### config.mk
export PLATFORM = sky130hd
export DESIGN_NAME = perf_counters
export DESIGN_NICKNAME = d
export VERILOG_FILES = /design/src/rtl/perf_counters.sv
export SDC_FILE = /design/constraint.sdc
export NUM_CORES = 1
export LEC_CHECK = 0
export CAP_MARGIN = 20
export CORE_MARGIN = 3
export CORE_UTILIZATION = 59
export DETAILED_ROUTE_END_ITERATION = 8
export GPL_ROUTABILITY_DRIVEN = 0
export HOLD_SLACK_MARGIN = 0.12
export PLACE_DENSITY = 0.83
export SYNTH_ARGS = -nofsm -noshare
export SYNTH_HDL_FRONTEND = slang
export SYNTH_SLANG_ARGS = --single-unit
export TNS_END_PERCENT = 5
### constraint.sdc
create_clock -name CLK -period 2.3 [get_ports CLK]
set_input_delay 0.46 -clock CLK [delete_from_list [all_inputs] [get_ports CLK]]
set_output_delay 0.46 -clock CLK [all_outputs]
set_load 0.02 [all_outputs]
### src/rtl/perf_counters.sv
// perf_counters: N-channel performance counters sequenced by a shared IDLE/RUN/HALT FSM.
// Each channel counts in OFF / CYCLES / LEVEL / EDGE mode and has a sticky overflow flag.
// Optional build macro: PERF_SNAPSHOT_EN adds per-channel shadow registers that capture
// the counters on RUN->HALT; rd_data then reads the shadows instead of the live counters.
//
// state | meaning
// IDLE  | cleared/armed, waiting for start to drop
// RUN   | counting enabled while done is low
// HALT  | counting frozen until the next start
//
// The port is called events because event is a reserved word.
module perf_counters #(
    parameter int W        = 16,
    parameter int N        = 4,
    parameter int SATURATE = 0
) (
    input  logic                                 CLK,
    input  logic                                 reset_n,
    input  logic                                 start,
    input  logic                                 done,
    input  logic [N-1:0]                         events,
    input  logic                                 cfg_we,
    input  logic [((N > 1) ? $clog2(N) : 1)-1:0] cfg_sel,
    input  logic [1:0]                           cfg_mode,
    input  logic [((N > 1) ? $clog2(N) : 1)-1:0] rd_sel,
    output logic [W-1:0]                         rd_data,
    output logic [N-1:0]                         ovf,
    output logic                                 running
);

    localparam logic [1:0] MODE_OFF    = 2'd0;
    localparam logic [1:0] MODE_CYCLES = 2'd1;
    localparam logic [1:0] MODE_LEVEL  = 2'd2;
    localparam logic [1:0] MODE_EDGE   = 2'd3;

    typedef enum logic [1:0] {
        IDLE = 2'd0,
        RUN  = 2'd1,
        HALT = 2'd2
    } state_t;

    state_t       state;
    logic [W-1:0] cnt  [N];
    logic [1:0]   mode [N];
    logic [N-1:0] prev_ev;
    logic [N-1:0] inc;
    logic         count_en;
    logic         halt_entry;
    logic [31:0]  cfg_idx;
    logic [31:0]  rd_idx;

    // Widened selects so out-of-range channel numbers compare cleanly against N.
    assign cfg_idx = 32'(cfg_sel);
    assign rd_idx  = 32'(rd_sel);

    // start dominates done, which dominates counting.
    assign count_en   = (state == RUN) && !done && !start;
    assign halt_entry = (state == RUN) && done && !start;

    // Global sequencer; running is a registered copy of "in RUN".
    always_ff @(posedge CLK or negedge reset_n) begin
        if (!reset_n) begin
            state   <= IDLE;
            running <= 1'b0;
        end else if (start) begin
            state   <= IDLE;
            running <= 1'b0;
        end else begin
            case (state)
                IDLE: begin
                    state   <= RUN;
                    running <= 1'b1;
                end
                RUN: begin
                    if (done) begin
                        state   <= HALT;
                        running <= 1'b0;
                    end
                end
                HALT: begin
                    state   <= HALT;
                    running <= 1'b0;
                end
                default: begin
                    state   <= IDLE;
                    running <= 1'b0;
                end
            endcase
        end
    end

    // Per-channel increment request from the channel mode and event history.
    always_comb begin
        inc = '0;
        for (int i = 0; i < N; i++) begin
            case (mode[i])
                MODE_OFF:    inc[i] = 1'b0;
                MODE_CYCLES: inc[i] = 1'b1;
                MODE_LEVEL:  inc[i] = events[i];
                MODE_EDGE:   inc[i] = events[i] & ~prev_ev[i];
            endcase
        end
    end

    // Mode registers; writes are accepted in every state, out-of-range selects are dropped.
    always_ff @(posedge CLK or negedge reset_n) begin
        if (!reset_n) begin
            for (int i = 0; i < N; i++) mode[i] <= MODE_CYCLES;
        end else if (cfg_we) begin
            for (int i = 0; i < N; i++) begin
                if (cfg_idx == 32'(i)) mode[i] <= cfg_mode;
            end
        end
    end

    // Counters, sticky overflow flags and edge-detect history.
    always_ff @(posedge CLK or negedge reset_n) begin
        if (!reset_n) begin
            for (int i = 0; i < N; i++) cnt[i] <= '0;
            ovf     <= '0;
            prev_ev <= '0;
        end else if (start) begin
            for (int i = 0; i < N; i++) cnt[i] <= '0;
            ovf     <= '0;
            prev_ev <= '0;
        end else begin
            prev_ev <= events;
            if (count_en) begin
                for (int i = 0; i < N; i++) begin
                    if (inc[i]) begin
                        if (&cnt[i]) begin
                            ovf[i] <= 1'b1;
                            cnt[i] <= (SATURATE != 0) ? cnt[i] : '0;
                        end else begin
                            cnt[i] <= cnt[i] + W'(1);
                        end
                    end
                end
            end
        end
    end

`ifdef PERF_SNAPSHOT_EN
    logic [W-1:0] shadow [N];

    // Shadows freeze the counter values at the moment RUN hands over to HALT.
    always_ff @(posedge CLK or negedge reset_n) begin
        if (!reset_n) begin
            for (int i = 0; i < N; i++) shadow[i] <= '0;
        end else if (start) begin
            for (int i = 0; i < N; i++) shadow[i] <= '0;
        end else if (halt_entry) begin
            for (int i = 0; i < N; i++) shadow[i] <= cnt[i];
        end
    end

    // Zero-latency readout of the selected shadow; unknown channels read as zero.
    always_comb begin
        rd_data = '0;
        for (int i = 0; i < N; i++) begin
            if (rd_idx == 32'(i)) rd_data = shadow[i];
        end
    end
`else
    // halt_entry only matters when shadows exist.
    logic unused_halt;
    assign unused_halt = halt_entry;

    // Zero-latency readout of the selected live counter; unknown channels read as zero.
    always_comb begin
        rd_data = '0;
        for (int i = 0; i < N; i++) begin
            if (rd_idx == 32'(i)) rd_data = cnt[i];
        end
    end
`endif

endmodule

==> flow_summary.ini <==
[sta]
max_slew.worst_pin.slew_ps = 768
period_share_pct = 97.8
max_freq_ghz = 0.445
hold_violations = 0
setup_tns_ps = 0
fin_crit_ps = 2250
maxSlewHeadroom_pct = 48.8
rsz0062_at_grt = no
fin_skew_ps = 15.7
hold-worst-slack_ps = 511
slew_viol_final = 0
setup_ws_ps = 51.2
setup_viol = 0

[layout]
drive_gt1_share_pct = 16.1
layout.cells.non_filler = 644
syn_to_final_growth_pct = 17.6
antenna_cells = 0
final_area_sq_um = 5570
fin_util_pct = 71.7
final_nets = 558

[floorplanning]
num_rows = 32
core_area_sq_um = 7770
die-width_microns = 95.6
fp.dieH_microns = 95.6
dieArea_sq_um = 9140
io_pins = 36
start_util_pct = 61.0

[clocking]
cts_max_level = 3
cts_buffer_depth = 2
cts.sinks = 82
clk_pin_slew_worst_paths_ps = 70
cts-root-buf = clkbuf_8
cts_tree = built
insertion_delay_ps = 370
cts_buffers = 9

[global_route]
grt_usage_pct = 30.3
overflow = 0
grt_max_degree = 45
first_global_vias = 4204
antenna_found_initial = 0
grt_pass1_wl_microns = 20800

[synth]
yosysSeqAreaShare_pct = 43.4
yosysUniqueCellTypes = 60
synth_cells = 485
synth_warnings = 0
syn-num-nets = 506
ys_async_sr_fraction_pct = 100
synth_edf_count = 0
synth.avg_cell_area_sq_um = 9.76
synth_ff_type = dfrtp_1
syn_area_sq_um = 4740
synth_seq_cells = 82

[placement]
numPortBuffers = 35
place_inst = 626
dpl.hpwl_microns = 9460
dpl_cell_area_sq_um = 5350
pre_cts_ws_ps = -455

[power_and_ir_drop]
ir_drop_uv = 441
combPwrFrac_pct = 17.0
p_clk_share_pct = 34.8
switchingPower_mw = 0.907
p_per_area_nw_per_um2 = 587
p_seq_share_pct = 48.2
p_leak_nw = 2.25
p_int_mw = 2.36
total_power_mw = 3.27
p_sw_share_pct = 27.8

[critical_path]
worstPathArrival_ps = 1790
worstPathRequired_ps = 1840
crit_type = input port to primary output
worst-path-buf-inv = 3
critPathSlowestCell = mux4_2
startpoint_type = input port
r2r-start = cnt[16]$_DFFE_PN0P_
rrSetupSlack_ps = 170
critPathCaptureType = primary output
crit_chain = clkdlybuf4s15_2, bufbuf_16, mux4_2, clkdlybuf4s15_1
reg2reg_depth = 6
cpPeakStageDelay_ps = 490
path_max_fanout = 7
reg2reg_to = cnt[19]$_DFFE_PN0P_
cp_top_family = buffers and inverters

[routing]
vias = 4340
first_iter_violations = 557
postRouteAntennaNets = 0
routed_via_density = 6.74
post_drt_wl_per_cell_microns = 20.3
firstDrtPassIters = 7
totalWireLength_microns = 13000
drc_errors = 0

[min_path]
hp-class = register to register
min_from = ovf[2]$_DFFE_PN0P_
min_path_cells = 2
hold-path-endpoint = ovf[2]$_DFFE_PN0P_

[run]
drv_cap = 0

[outcome]
status = complete, no violations
[sequential cells by signal, indices dropped and copies added (netlist names)]
signal	cells
cnt	64
mode	8
ovf	4
prev_ev	4
state	2
[worst max path at each step]
stage          cells after the start     endpoint       from
6_report                           4  rd_data[12]  rd_sel[0]
5_1_grt                            4  rd_data[10]  rd_sel[0]
4_1_cts                            4   rd_data[5]  rd_sel[0]
3_5_place_dp                       4   rd_data[1]  rd_sel[0]
3_3_place_gp                       4   rd_data[3]  rd_sel[0]
2_1_floorplan                      3  rd_data[10]  rd_sel[0]
[layout by cell type, fill, tap and decap left out, drive strengths merged, types with 4 or more instances in the layout]
cell / n
nor3: 19
dfstp: 4
nor3b: 5
buf: 28
and3: 7
nor2: 46
and4: 7
o21ai: 23
a21oi: 17
o32ai: 4
ha: 6
clkdlybuf4s15: 4
nand3: 25
a31oi: 9
nor4: 13
mux2: 9
xnor2: 13
inv: 9
mux4: 16
o31ai: 4
dlygate4sd2: 9
or4: 5
clkbuf: 16
o311ai: 4
xor2: 12
nand2: 48
nand4: 27
clkdlybuf4s50: 17
dfrtp: 78
nor2b: 10
[final cells by class]
class | count | area (sq um)
Clock buffer | 12 | 135
Tap cell | 102 | 128
Multi-Input combinational cell | 370 | 2530
Fill cell | 582 | 2200
Clock inverter | 4 | 70.1
Timing Repair Buffer | 64 | 613
Sequential cell | 82 | 2060
Inverter | 10 | 37.5
[routing by layer]
metal | track usage, % | routed length, microns
met1 | 39.3 | 5060
met2 | 48.5 | 6290
met3 | 5.52 | 1180
met4 | 16.1 | 522
met5 | 0 | 0
[synthesized netlist by cell type, types with 12 or more instances]
library cell	number	area (sq um)
a21oi_1	17	85.1
clkbuf_1	13	48.8
dfrtp_1	78	1950
mux4_2	15	338
nand2_1	48	180
nand3_1	25	125
nand4_1	27	169
nor2_1	46	173
nor3_1	19	95.1
nor4_1	12	75.1
o21ai_0	23	115
xnor2_1	13	114
xor2_1	12	105
[repair_timing]
action,CTS,global route
hold buffers,1,0
endpoints found under the hold margin,38,0
gates resized for setup,19,12
gates cloned,1,0
endpoints found under the setup margin,16,13
buffers inserted,0,0
[tightest hold or removal path, delay by kind of cell (launching register included)]
family | cells | cell delay, ps
flops | 1 | 350
simple gates | 1 | 80
compound gates | 1 | 40
[kinds of logic (layout without fill, tap and decap cells)]
group	after synthesis	in the layout	share of synthesized area, %
DFF	82	82	43.4
adders and majority gates	6	6	1.59
buffers and inverters	33	90	3.17
xor gates and xnor gates	25	25	4.62
and+or+nand+nor	228	228	25.3
muxes	25	25	9.83
AOI/OAI and AO/OA	86	86	12.1
[power groups by stage]
stage          combinational, mW  sequential [mW]  clock (mW)
2_1_floorplan              0.301             1.59           0
3_3_place_gp               0.515             1.59           0
3_5_place_dp               0.542             1.60           0
4_1_cts                    0.552             1.57        1.14
5_1_grt                    0.604             1.58        1.20
6_report                   0.556             1.57        1.14
Note: power is estimated with default switching activity, not from simulation.
